## config.mk

```make
export PLATFORM = sky130hd
export DESIGN_NAME = alu_seq
export DESIGN_NICKNAME = d
export VERILOG_FILES = /design/src/rtl/alu_seq.sv
export SDC_FILE = /design/constraint.sdc
export NUM_CORES = 1
export LEC_CHECK = 0
export BUFFER_PORTS_ARGS = -buffer_cell sky130_fd_sc_hd__buf_2
export CAP_MARGIN = 20
export CELL_PAD_IN_SITES_DETAIL_PLACEMENT = 0
export CELL_PAD_IN_SITES_GLOBAL_PLACEMENT = 1
export CORE_MARGIN = 3
export CORE_UTILIZATION = 41
export CTS_CLUSTER_SIZE = 28
export DETAILED_ROUTE_END_ITERATION = 10
export MAX_ROUTING_LAYER = met4
export PLACE_DENSITY = 0.85
export SYNTH_ARGS = -nofsm -noshare
export SYNTH_HDL_FRONTEND = slang
export SYNTH_SLANG_ARGS = --single-unit
export TNS_END_PERCENT = 100
```

## constraint.sdc

```tcl
create_clock -name clk -period 3.5 [get_ports clk]
set_clock_uncertainty 0.1 [all_clocks]
set_input_delay 0.35 -clock clk [delete_from_list [all_inputs] [get_ports clk]]
set_output_delay 0.35 -clock clk [all_outputs]
set_load 0.02 [all_outputs]
```

## src/rtl/alu_seq.sv

```systemverilog
// Multi-cycle ALU: single-cycle logic ops plus iterative MULTU/DIVU into HI/LO.
// Define ALU_DIV_EN to build the restoring divider; otherwise DIVU flags dz.
module alu_seq #(
   parameter int WIDTH = 32
) (
   input  logic             clk,
   input  logic             rst_n,
   input  logic             start,
   input  logic [2:0]       op,
   input  logic [WIDTH-1:0] num_1,
   input  logic [WIDTH-1:0] num_2,
   output logic [WIDTH-1:0] result,
   output logic             zero,
   output logic [WIDTH-1:0] hi,
   output logic [WIDTH-1:0] lo,
   output logic             busy,
   output logic             done,
   output logic             dz
);

   localparam int CW = $clog2(WIDTH);
   localparam logic [CW-1:0] LAST = CW'(WIDTH - 1);

   typedef enum logic [1:0] {IDLE, CALC, FIN} state_t;

   state_t             state_q, state_d;
   logic [WIDTH-1:0]   result_q, result_d;
   logic               zero_q, zero_d;
   logic [WIDTH-1:0]   hi_q, hi_d;
   logic [WIDTH-1:0]   lo_q, lo_d;
   logic               busy_q, busy_d;
   logic               done_q, done_d;
   logic               dz_q, dz_d;
   logic [2*WIDTH-1:0] p_q, p_d;
   logic [WIDTH-1:0]   b_q, b_d;
   logic [CW-1:0]      cnt_q, cnt_d;
   logic               div_q, div_d;

   logic               accept;
   logic [WIDTH-1:0]   res;
   logic [WIDTH:0]     msum;
   logic [WIDTH:0]     dtry;

   assign accept = start && !busy_q;

   always_comb begin
      state_d  = state_q;
      result_d = result_q;
      zero_d   = zero_q;
      hi_d     = hi_q;
      lo_d     = lo_q;
      done_d   = 1'b0;
      dz_d     = dz_q;
      p_d      = p_q;
      b_d      = b_q;
      cnt_d    = cnt_q;
      div_d    = div_q;
      res      = '0;
      msum     = {1'b0, p_q[2*WIDTH-1:WIDTH]} + {1'b0, (p_q[0] ? b_q : '0)};
      dtry     = {p_q[2*WIDTH-1:WIDTH], p_q[WIDTH-1]} - {1'b0, b_q};

      unique case (state_q)
         CALC: begin
`ifdef ALU_DIV_EN
            if (div_q) begin
               // restoring step: keep the trial remainder only if it did not borrow
               if (!dtry[WIDTH]) p_d = {dtry[WIDTH-1:0], p_q[WIDTH-2:0], 1'b1};
               else              p_d = {p_q[2*WIDTH-2:0], 1'b0};
            end else begin
               p_d = {msum, p_q[WIDTH-1:1]};
            end
`else
            p_d = {msum, p_q[WIDTH-1:1]};
`endif
            if (cnt_q == LAST) begin
               cnt_d   = '0;
               state_d = FIN;
            end else begin
               cnt_d = cnt_q + 1'b1;
            end
         end
         FIN: begin
            hi_d    = p_q[2*WIDTH-1:WIDTH];
            lo_d    = p_q[WIDTH-1:0];
            done_d  = 1'b1;
            state_d = IDLE;
         end
         default: ;
      endcase

      if (accept) begin
         dz_d = 1'b0;
         unique case (op)
            3'b110: begin
               p_d     = {{WIDTH{1'b0}}, num_2};
               b_d     = num_1;
               cnt_d   = '0;
               div_d   = 1'b0;
               state_d = CALC;
            end
            3'b111: begin
`ifdef ALU_DIV_EN
               if (num_2 == '0) begin
                  p_d     = {num_1, {WIDTH{1'b1}}};
                  dz_d    = 1'b1;
                  state_d = FIN;
               end else begin
                  p_d     = {{WIDTH{1'b0}}, num_1};
                  b_d     = num_2;
                  cnt_d   = '0;
                  div_d   = 1'b1;
                  state_d = CALC;
               end
`else
               hi_d    = '0;
               lo_d    = '0;
               dz_d    = 1'b1;
               done_d  = 1'b1;
               state_d = IDLE;
`endif
            end
            default: begin
               unique case (op)
                  3'b000:  res = num_1 + num_2;
                  3'b001:  res = num_1 - num_2;
                  3'b010:  res = num_1 | num_2;
                  3'b011:  res = num_1 & num_2;
                  3'b100:  res = {{(WIDTH-1){1'b0}}, $signed(num_1) < $signed(num_2)};
                  default: res = {{(WIDTH-1){1'b0}}, num_1 < num_2};
               endcase
               result_d = res;
               zero_d   = (res == '0);
               done_d   = 1'b1;
               state_d  = IDLE;
            end
         endcase
      end

      // divide-by-zero passes through FIN without ever raising busy
      busy_d = (state_d == CALC) || (state_d == FIN && state_q == CALC);
   end

   always_ff @(posedge clk or negedge rst_n) begin
      if (!rst_n) begin
         state_q  <= IDLE;
         result_q <= '0;
         zero_q   <= 1'b0;
         hi_q     <= '0;
         lo_q     <= '0;
         busy_q   <= 1'b0;
         done_q   <= 1'b0;
         dz_q     <= 1'b0;
         p_q      <= '0;
         b_q      <= '0;
         cnt_q    <= '0;
         div_q    <= 1'b0;
      end else begin
         state_q  <= state_d;
         result_q <= result_d;
         zero_q   <= zero_d;
         hi_q     <= hi_d;
         lo_q     <= lo_d;
         busy_q   <= busy_d;
         done_q   <= done_d;
         dz_q     <= dz_d;
         p_q      <= p_d;
         b_q      <= b_d;
         cnt_q    <= cnt_d;
         div_q    <= div_d;
      end
   end

   assign result = result_q;
   assign zero   = zero_q;
   assign hi     = hi_q;
   assign lo     = lo_q;
   assign busy   = busy_q;
   assign done   = done_q;
   assign dz     = dz_q;

endmodule

```

; ---- Word-level counts from Yosys, hierarchy flattened
; Index checks and enable logic that the tools add are counted.
[word_totals]
input_bits = 70
register_bits = 203
out_inout_bits = 100
elab_cells = 65
[classes]
muxes = 25
magnitude_cmp = 2
n_reduce_logical = 9
add_sub_neg = 4
eq_ne = 11
bitwise = 3
[op_table]
columns = operator, n
row1 = $mux 32, 9
row2 = $mux 64, 3
row3 = $pmux 32 s5, 1
row4 = $lt 32x32->1, 2
row5 = $add 32x32->33, 1
row6 = $add 32x32->32, 1
row7 = $and 32x32->32, 1
row8 = $logic_not 32->1, 1
row9 = $or 32x32->32, 1
row10 = $sub 32x32->32, 1
row11 = $mux 5, 4
row12 = $eq 3x3->1 const B, 3
row13 = $eq 3x2->1 const B, 2
row14 = $add 5x1->5 const B, 1
row15 = $eq 5x5->1 const B, 1
row16 = $mux 1, 5
row17 = $eq 2x1->1 const B, 2
row18 = $eq 2x2->1 const B, 2
row19 = $mux 2, 2
row20 = $pmux 2 s2, 1
row21 = $reduce_and 2->1, 2
row22 = $eq 3x1->1 const B, 1
row23 = $logic_not 3->1, 1
row24 = $logic_and 1x1->1, 2
row25 = 4 further kinds, 4

; ---- Logic depth before layout (Yosys ltp)
; Gate-level depths: netlist (run 1).
[depth]
word_depth = 7
depth_mapped = 14
ltp_nobuf = 14

; ---- Worst setup path before layout (run 1)
; Ideal clock, no wire load.
[synth_timing]
path_kind = input -> register
startpoint = input num_1[0]
endpoint = register zero_q (netlist: zero)
required_ns = 3.305
n_path_buf = 0
path_slack_ns = -0.231
arrival_time_ns = 3.536
setup_time_ns = 0.095
path_stages = 14
path_cell_list = inv_1 -> ha_1 -> fa_1 -> or2_4 -> a221oi_4 -> o311ai_1 -> a32oi_2 -> xnor2_1 -> a22oi_2 -> nand2_1 -> or4_1 -> or4_1 -> or4_1 -> o31ai_1
[synth_between]
elab_chain_len = 5
word_cells_on_any_way = 10
cone_classes = add/sub (2) / order compare (2) / mux (3) / bitwise (2) / reduce/logical (1)
[synth_lines]
columns = item, line
row1 = "start, declared", 10  ; input logic [WIDTH-1:0] num_1,
row2 = "$sub 32x32->32, or another cell as far along", 125  ; 3'b001: res = num_1 - num_2;
row3 = $pmux 32 s5 *, 123  ; unique case (op)
row4 = $mux 32 *, 93  ; unique case (op)
row5 = $mux 32 *, 91  ; if (accept) begin
row6 = $logic_not 32->1 *, 132  ; zero_d = (res == '0);
row7 = "end signal, assigned", 160  ; zero_q <= zero_d;
row8 = "end, declared", 28  ; logic zero_q, zero_d;
; Mark *: on every way between the ends. The rest lies on a longest branch, timed or not. The select of a mux whose other input is x is not followed.
; A chain may end at the register's enable or synchronous reset.

; ---- Worst setup path after layout (run 1)
[layout_timing]
startpoint = register p_q[0]
endpoint = register p_q[62]
[layout_between]
elab_chain_len = 5
[layout_lines]
columns = item, line
row1 = "start, declared", 34  ; logic [2*WIDTH-1:0] p_q, p_d;
row2 = "start signal, assigned", 166  ; p_q <= p_d;
row3 = $mux 32 *, 59  ; msum = {1'b0, p_q[2*WIDTH-1:WIDTH]} + {1'b0, (p_q[0] ? b_q : '0)};
row4 = $add 32x32->33 *, 59
row5 = $mux 64 *, 62  ; unique case (state_q)
row6 = $mux 64, 93
row7 = $mux 64 *, 91
row8 = via p_d[62], 34
; Mark *: on every way through the listed nets, which the timed path passes. The rest lies on a longest branch.

==> results of run 1 <==
[sequential cells by signal, indices dropped and copies added (netlist names), 2 cells and up]
signal	count
b_q	32
state_q	2
cnt_q	5
result	32
hi	32
lo	32
p_q	64
[critical path: cells and delay by family (launching register included)]
kind                     cells  cell delay, ns
AO/OA/AOI/OAI                7            1.65
AND/OR/NAND/NOR              3            0.57
flip-flops                   1            0.45
buffers and inverters        2            0.31
adder cells (fa/ha/maj)      1            0.22
multiplexers                 1            0.08
[final cells by class]
cell class	count	area (µm²)	share of cell area (%)
diodes	3	7.51	0.0372
clock buffers	33	663	3.28
clock inverters	5	33.8	0.167
inverters	115	434	2.15
multi-input cells	1322	9570	47.4
flip-flops and latches	203	5080	25.2
well taps	461	577	2.86
repair buffers	553	3830	19.0
[worst paths after layout]
check / startpoint / end / slack, ns / depth (start not counted)
worst max-delay path: p_q[0] / p_q[62] / -0.01 / 14
worst min-delay path: num_2[25] / p_q[25] / 0.02 / 3
worst max register to register: p_q[0] / p_q[62] / -0.01 / 14
worst min register to register: b_q[15] / b_q[15] / 0.37 / 2
max in group asynchronous: rst_n / cnt_q[2] / 2.03 / 3
min in group asynchronous: rst_n / p_q[58] / 0.31 / 2
[cell families (layout without fill, tap and decap cells)]
group	Yosys count	count (layout)	synth area share, %
other	0	3	0
adder cells (fa/ha/maj)	141	141	12.0
flip-flops	203	203	34.0
AND/OR/NAND/NOR	525	525	16.4
multiplexers	140	140	9.57
AO/OA/AOI/OAI	464	464	19.5
XOR/XNOR	52	52	3.05
buffers and inverters	211	706	5.43
[metal layers]
metal / global-route usage (%) / wire length (µm) / vias to the layer above
li1: - / - / 7067
met1: 38.9 / 25000 / 7035
met2: 43.1 / 23900 / 346
met3: 3.32 / 2800 / 62
met4: 5.91 / 984 / 0
met5: - / 0 / -
[synthesized netlist by cell type, types with 15 or more instances]
library cell / count / area, µm²
dfrtp_1: 203 / 5080
nor2_1: 168 / 631
nand2_1: 164 / 616
o21ai_0: 161 / 806
ha_1: 138 / 1730
mux2i_1: 127 / 1270
inv_1: 115 / 432
a21oi_1: 108 / 541
clkbuf_1: 75 / 282
xnor2_1: 43 / 377
and2_1: 34 / 213
a21o_1: 27 / 203
nand3_1: 25 / 125
nand4_1: 23 / 144
nor3_1: 22 / 110
nand2b_1: 20 / 125
a31oi_1: 15 / 93.8
o211ai_1: 15 / 113
[repair_timing]
action,in CTS,in global routing
hold endpoints to repair,81,0
buffers inserted,15,11
cloned,1,0
pin swaps,27,34
gates resized for setup,55,45
setup endpoints to repair,10,11
hold buffers,6,0
[stage by stage]
step	utilization [%]	area (µm²)
floorplan	-	15000
global placement	52.5	18700
detailed placement	52.5	18700
CTS	55.7	19900
global route	56.5	20200
finish	56.5	20200
[report_power, final]
group	total [µW]	internal, µW	leakage (µW)	switching, µW
clock	2270	1310	0.000338	966
combinational	4150	1940	0.00700	2210
sequential	3420	2930	0.00266	491
==> impl_metrics.env, run 1 <==
export IMPL_status="finished with violations"
export IMPL_failed_checks="setup timing"
export IMPL_port_buffer_count=169
export IMPL_worst_pin_slew_ns=0.927
export IMPL_synthesis_instances=1736
export IMPL_die_area_um2=38700
export IMPL_p_leak_uw=0.00999
export IMPL_yosys_warnings=0
export IMPL_cts_max_path_buffers=3
export IMPL_cp_slowest_stage_delay_ns=0.45
export IMPL_path_cells="buf_6, and2_4, ha_4, a21o_1, a21o_1, a221oi_4, buf_4, o22ai_4, a221o_1, a2111oi_4, nor2_2, a21oi_2, mux2i_1, or3_1"
export IMPL_relSlewSlack_pct=38.0
export IMPL_fillCellCount=3318
export IMPL_vias_per_cell=5.38
export IMPL_wl_per_cell_um=19.6
export IMPL_async_flop_share_pct=100
export IMPL_start_util_pct=41.8
export IMPL_ys_ff_latch=203
export IMPL_htree_levels=1
export IMPL_clk_pin_slew_ns=0.06
export IMPL_worst_ep_arrival_time_ns=3.79
export IMPL_total_power_uw=9850
export IMPL_critPathSlowestCell="dfrtp_2"
export IMPL_drt_total_wl_um=52700
export IMPL_timing_critical_path_mode_cell="a21o_1"
export IMPL_core_area_um2=35700
export IMPL_worstPathRequired_ns=3.78
export IMPL_area_growth_pct=35.3
export IMPL_post_route_min_period_ns=3.51
export IMPL_min_period_over_period_pct=100
export IMPL_setup_viol=2
export IMPL_synth_edf_count=0
export IMPL_num_vias=14500
export IMPL_numClockSinks=203
export IMPL_drive_above_1_share_pct=30.7
export IMPL_dp_cells=2621
export IMPL_clock_tree_root_cell="clkbuf_16"
export IMPL_cp_start_kind="register"
export IMPL_gp_congestion=0.958
export IMPL_drtIter0Drc=926
export IMPL_grt_max_degree=80
export IMPL_setup_worst_path_class="reg -> reg"
export IMPL_irDropWorstVdd_v=0.000316
export IMPL_fmax_mhz=285
export IMPL_yosysSeqAreaShare_pct=34.0
export IMPL_ios=170
export IMPL_power_density_nw_per_um2=487
export IMPL_post_layout_nonfiller_instances=2695
export IMPL_hpwlAfterDp_um=41200
export IMPL_grt_pass1_wl_um=82200
export IMPL_drc=0
export IMPL_die_width_um=197
export IMPL_slew_violations=0
export IMPL_synth_net_count=1947
export IMPL_antenna_found_initial=3
export IMPL_fp_dieH_um=197
export IMPL_syn_area_um2=14900
export IMPL_rsz0062_at_grt="yes"
export IMPL_cts_tree="yes"
export IMPL_grt_usage_pct=27.6
export IMPL_worst_path_max_fanout=6
export IMPL_place_ws_ns=-0.652
export IMPL_fin_ws_ns=-0.0100
export IMPL_first_global_vias=14500
export IMPL_yosysUniqueCellTypes=79
export IMPL_clkLatencyLatePin_ns=0.52
export IMPL_drv_cap=0
export IMPL_avgSynthCellArea_um2=8.60
export IMPL_num_nets_final=2429
export IMPL_endpoint_kind="register"
export IMPL_first_pass_iters=5
export IMPL_final_common_cell="buf_4"
export IMPL_hold_class="in -> reg"
export IMPL_fin_setup_tns_ns=-0.0155
export IMPL_finalHoldViolations=0
export IMPL_grt_overflow_total=0
export IMPL_final_cell_mix="buf_4 (368), dfrtp_1 (202), buf_2 (167)"
export IMPL_timing_hold_ws_ns=0.0249
export IMPL_ant_nets=0
export IMPL_synth_ff_type="dfrtp_1"
export IMPL_rows=69
export IMPL_cts_buffers=23
No activity file was read; power rests on OpenSTA's default activity.
==> inputs of run 2 (changes only) <==
- CTS_CLUSTER_SIZE: 28 -> 20
- GPL_TIMING_DRIVEN: unset -> 0
==> run 2 against run 1 <==
The flow still finishes with violations (setup timing). Global-route usage down 0.77 points. Highest routed layer unchanged. Via count fell by 3.0%. Critical path depth unchanged. Wire length fell by 0.63%. Non-clock buffer count is 222 lower. Hold slack better by 0.0029 ns. Maximum frequency is 2.5% lower. Cell count down 7.9%.
==> impl_metrics.env, run 2 (synthesis results as in run 1) <==
export IMPL_status="finished with violations"
export IMPL_failed_checks="setup timing"
export IMPL_endpoint_kind="register"
export IMPL_die_area_um2=38700
export IMPL_area_growth_pct=23.9
export IMPL_htree_levels=1
export IMPL_hpwlAfterDp_um=40200
export IMPL_relSlewSlack_pct=34.6
export IMPL_r2r_cells=13
export IMPL_timing_critical_path_mode_cell="or4_4"
export IMPL_switching_power_uw=3640
export IMPL_antenna_found_initial=9
export IMPL_worstPathRequired_ns=3.82
export IMPL_cts_tree="yes"
export IMPL_p_leak_uw=0.00869
export IMPL_drv_cap=0
export IMPL_rsz0062_at_grt="yes"
export IMPL_rows=69
export IMPL_wl_per_cell_um=21.1
export IMPL_critPathLaunch="num_1[1]"
export IMPL_fp_dieH_um=197
export IMPL_grt_usage_pct=26.8
export IMPL_fmax_mhz=278
export IMPL_worst_ep_arrival_time_ns=3.93
export IMPL_cts_buffers=24
export IMPL_die_width_um=197
export IMPL_first_global_vias=13800
export IMPL_cp_start_kind="input pin"
export IMPL_top_register="p_q"
export IMPL_slew_violations=0
export IMPL_clockPowerShare_pct=25.9
export IMPL_dp_cells=2365
export IMPL_final_util_pct=51.8
export IMPL_num_vias=14100
export IMPL_clock_tree_root_cell="clkbuf_16"
export IMPL_setup_viol=4
export IMPL_ios=170
export IMPL_drive_above_1_share_pct=20.3
export IMPL_critPathSlowestCell="or4_4"
export IMPL_port_buffer_count=167
export IMPL_path_cells="buf_2, inv_2, ha_4, o21ba_1, a211oi_2, o21bai_1, a31oi_1, xnor2_1, a22oi_2, nand4_1, or4_4, or4_4, or4_1, o31ai_1"
export IMPL_worst_pin_slew_ns=0.982
export IMPL_swShare_pct=37.7
export IMPL_cp_depth=14
export IMPL_num_nets_final=2208
export IMPL_numClockSinks=203
export IMPL_gp_congestion=0.978
export IMPL_grt_overflow_total=0
export IMPL_grt_pass1_wl_um=79300
export IMPL_first_pass_iters=6
export IMPL_met3_length_um=3000
export IMPL_fin_area_um2=18500
export IMPL_core_area_um2=35700
export IMPL_setup_worst_path_class="in -> reg"
export IMPL_drt_total_wl_um=52400
export IMPL_largest_reg_flops=64
export IMPL_r2r_start="p_q[0]"
export IMPL_top_layer="met4"
export IMPL_clkLatencyLatePin_ns=0.54
export IMPL_ant_nets=0
export IMPL_cp_endpoint="zero"
export IMPL_finalHoldViolations=0
export IMPL_final_common_cell="dfrtp_1"
export IMPL_post_layout_nonfiller_instances=2482
export IMPL_clk_pin_slew_ns=0.06
export IMPL_seqPwrFrac_pct=35.6
export IMPL_vias_per_cell=5.67
export IMPL_intPower_uw=6010
export IMPL_r2r_slack_ns=-0.08
export IMPL_fin_ws_ns=-0.102
export IMPL_power_density_nw_per_um2=521
export IMPL_comb_power_share_pct=38.5
export IMPL_drc=0
export IMPL_cts_max_path_buffers=3
export IMPL_grt_max_degree=108
export IMPL_worst_path_max_fanout=4
export IMPL_hold_class="in -> reg"
export IMPL_m1WireLength_um=23200
export IMPL_path_buf_inv=2
export IMPL_cp_slowest_stage_delay_ns=0.53
export IMPL_irDropWorstVdd_v=0.000367
export IMPL_r2r_end="p_q[62]"
export IMPL_start_util_pct=41.8
export IMPL_drtIter0Drc=1147
export IMPL_min_period_over_period_pct=103
export IMPL_final_cell_mix="dfrtp_1 (202), buf_2 (173), nor2_1 (164)"
export IMPL_placed_cell_area_um2=16400
export IMPL_critPathTopFamily="simple AND/OR/NAND/NOR gates"
export IMPL_post_route_min_period_ns=3.60
export IMPL_wl_met2_um=24600
## run 2: tightest hold or removal path, delay by kind of cell
kind                   cells  cell delay, ns
buffers and inverters      1            0.13
AOI/OAI and AO/OA          1            0.08
and+or+nand+nor            1            0.07
## run 2: timing repair
item	4_1_cts	5_1_grt
setup buffers	29	14
gates resized for setup	102	68
gates cloned	2	0
hold buffers	26	0
setup endpoints to repair	102	25
endpoints found under the hold margin	131	0
pin swaps	49	30
## run 2: final cells by class
type | instances | area (µm²)
diodes | 9 | 22.5
plain buffers | 92 | 419
clock buffers | 33 | 674
clock inverters | 8 | 115
fillers | 3447 | 17200
inverters | 115 | 434
multi-input cells | 1322 | 9690
flip-flops and latches | 203 | 5080
well taps | 461 | 577
repair buffers | 239 | 1490
## run 2: routing by layer
layer	vias up	global-route usage [%]
li1	6654	-
met2	500	43.5
met4	0	7.76
met1	6825	35.8
met5	-	-
met3	92	3.11
## run 2: through the flow
step / TNS, ns / hold WS, ns / total power (µW) / setup WS, ns
after detailed placement: -101.96 / 0.364 / 6560 / -1.60
after global routing: -0.810 / 0.0322 / 10200 / -0.230
final: -0.250 / 0.0278 / 9650 / -0.102
after floorplan: -0.0703 / -0.0456 / 5520 / -0.0703
after CTS: -0.119 / 0.00363 / 9470 / -0.119
after global placement: -374.72 / 0.356 / 6470 / -1.72
## run 2: worst min path at each step
stage / to / slack, ns / startpoint / cells past startpoint
3_5_place_dp: b_q[31] / 0.36 / b_q[31] / 2
4_1_cts: p_q[23] / 0.004 / num_2[23] / 3
3_3_place_gp: b_q[0] / 0.36 / b_q[0] / 2
6_report: p_q[23] / 0.03 / num_2[23] / 3
5_1_grt: p_q[23] / 0.03 / num_2[23] / 3
2_1_floorplan: b_q[0] / -0.05 / rst_n / 0
## run 2: power by group through the flow
stage / combinational (µW) / clock [µW] / sequential, µW
2_1_floorplan: 2070 / 0 / 3450
3_3_place_gp: 3070 / 0 / 3410
3_5_place_dp: 3130 / 0 / 3430
4_1_cts: 3500 / 2560 / 3420
5_1_grt: 4070 / 2620 / 3510
6_report: 3720 / 2500 / 3430
==> inputs of run 3 (changes only) <==
- CELL_PAD_IN_SITES_DETAIL_PLACEMENT: 0 -> 1
==> run 3 against run 2 <==
The flow still finishes with violations (setup timing). Count of clock-buffer cells in the layout stayed put. Sequential share of layout area decreased by 0.050 points. First-iteration DRC count fell by 1.7%. Maximum frequency shrank 3.8%. Wire length grew 15%. Cell count decreased by 0.36%. Hold slack lost 0.0099 ns. Critical path type is now reg -> reg. Largest cell class unchanged.
==> impl_metrics.env, run 3 (synthesis results as in run 1) <==
export IMPL_timing_hold_ws_ns=0.0179
export IMPL_drive_above_1_share_pct=20.4
export IMPL_failed_checks="setup timing"
export IMPL_comb_power_share_pct=38.7
export IMPL_top_register="p_q"
export IMPL_worst_pin_slew_ns=0.975
export IMPL_switching_power_uw=3980
export IMPL_num_nets_final=2198
export IMPL_drt_total_wl_um=60400
export IMPL_area_growth_pct=24.2
export IMPL_start_util_pct=41.8
export IMPL_first_global_vias=15100
export IMPL_gp_congestion=0.978
export IMPL_drv_cap=0
export IMPL_largest_reg_flops=64
export IMPL_wl_per_cell_um=24.4
export IMPL_grt_overflow_total=0
export IMPL_status="finished with violations"
export IMPL_ant_nets=0
export IMPL_drtIter0Drc=1127
export IMPL_cts_buffers=24
export IMPL_final_common_cell="dfrtp_1"
export IMPL_irDropWorstVdd_v=0.000307
export IMPL_clkLatencyLatePin_ns=0.54
export IMPL_p_leak_uw=0.00867
export IMPL_worst_path_max_fanout=10
export IMPL_clk_pin_slew_ns=0.06
export IMPL_power_density_nw_per_um2=546
export IMPL_rsz0062_at_grt="yes"
export IMPL_fp_dieH_um=197
export IMPL_intPower_uw=6130
export IMPL_cp_start_kind="register"
export IMPL_core_area_um2=35700
export IMPL_vias_per_cell=5.94
export IMPL_die_area_um2=38700
export IMPL_first_pass_iters=5
export IMPL_endpoint_kind="register"
export IMPL_fin_ws_ns=-0.243
export IMPL_hold_class="in -> reg"
export IMPL_seqPwrFrac_pct=34.5
export IMPL_worstPathRequired_ns=3.82
export IMPL_numClockSinks=203
export IMPL_clockPowerShare_pct=26.8
export IMPL_drc=0
export IMPL_grt_pass1_wl_um=88300
export IMPL_finalHoldViolations=0
export IMPL_worst_ep_arrival_time_ns=4.06
export IMPL_die_width_um=197
export IMPL_fin_setup_tns_ns=-0.990
export IMPL_setup_viol=9
export IMPL_final_cell_mix="dfrtp_1 (202), buf_2 (175), nand2_1 (164)"
export IMPL_setup_worst_path_class="reg -> reg"
export IMPL_grt_max_degree=108
export IMPL_antenna_found_initial=6
export IMPL_slew_violations=0
export IMPL_hpwlAfterDp_um=43800
export IMPL_port_buffer_count=167
export IMPL_ios=170
export IMPL_grt_usage_pct=30.0
export IMPL_post_route_min_period_ns=3.74
export IMPL_clock_tree_root_cell="clkbuf_16"
export IMPL_rows=69
export IMPL_swShare_pct=39.4
export IMPL_final_util_pct=51.9
export IMPL_cts_max_path_buffers=3
export IMPL_cts_tree="yes"
export IMPL_num_vias=14700
export IMPL_fmax_mhz=267
export IMPL_htree_levels=1
export IMPL_min_period_over_period_pct=107
export IMPL_relSlewSlack_pct=35.0
run 3: path summary, 6_finish.rpt:
check | startpoint | end | slack (ns) | depth (start not counted)
min in group asynchronous | rst_n | hi[27] | 0.37 | 2
min reg2reg | b_q[16] | b_q[16] | 0.38 | 2
min | num_2[30] | p_q[30] | 0.02 | 3
max | p_q[0] | p_q[62] | -0.24 | 14
max reg2reg | p_q[0] | p_q[62] | -0.24 | 14
max in group asynchronous | rst_n | p_q[0] | 1.90 | 3
run 3: stage by stage:
stage	power, µW	setup slack, ns	instance area [µm²]	std cells
floorplan	5520	-0.0703	15000	1736
global placement	6470	-1.72	16400	2364
detailed placement	6680	-1.67	16400	2365
CTS	9700	-0.160	18100	2455
global route	10600	-0.296	18500	2472
finish	10100	-0.243	18500	2473
run 3: power by group through the flow:
stage / combinational (µW) / clock, µW / sequential (µW)
final: 3910 / 2710 / 3490
after global routing: 4220 / 2840 / 3560
after CTS: 3510 / 2740 / 3440
after detailed placement: 3220 / 0 / 3460
after global placement: 3070 / 0 / 3410
after floorplan: 2070 / 0 / 3450
run 3: metal layers:
layer	vias to the layer above	GRT usage, %	routed length (µm)
li1	6624	-	-
met1	7369	38.6	25400
met2	533	50.8	29500
met3	152	2.79	3150
met4	0	8.26	2410
met5	-	-	0
run 3: critical path, stage by stage (launching register included):
cell and delay, ns:
dfrtp_2 0.49, buf_8 0.17, and2_1 0.15, ha_1 0.25
and2_1 0.23, nor2_2 0.18, o22ai_2 0.10, a211oi_4 0.24
o22ai_2 0.15, a221o_1 0.40, a2111oi_4 0.44, nor2_2 0.10
a21oi_2 0.18, mux2i_1 0.09, or3_1 0.36
run 3: final cells by class:
type | instances | area (µm²)
fillers | 4227 | 17200
well taps | 461 | 577
repair buffers | 229 | 1420
flip-flops and latches | 203 | 5080
diodes | 7 | 17.5
multi-input cells | 1322 | 9720
plain buffers | 92 | 409
clock buffers | 33 | 704
clock inverters | 11 | 154
inverters | 115 | 448
run 3: repair_timing:
action	CTS	global route
buffers inserted	26	12
endpoints found under the hold margin	128	0
hold buffers	23	0
pin swaps	43	54
setup endpoints to repair	105	39
resized for setup	112	68
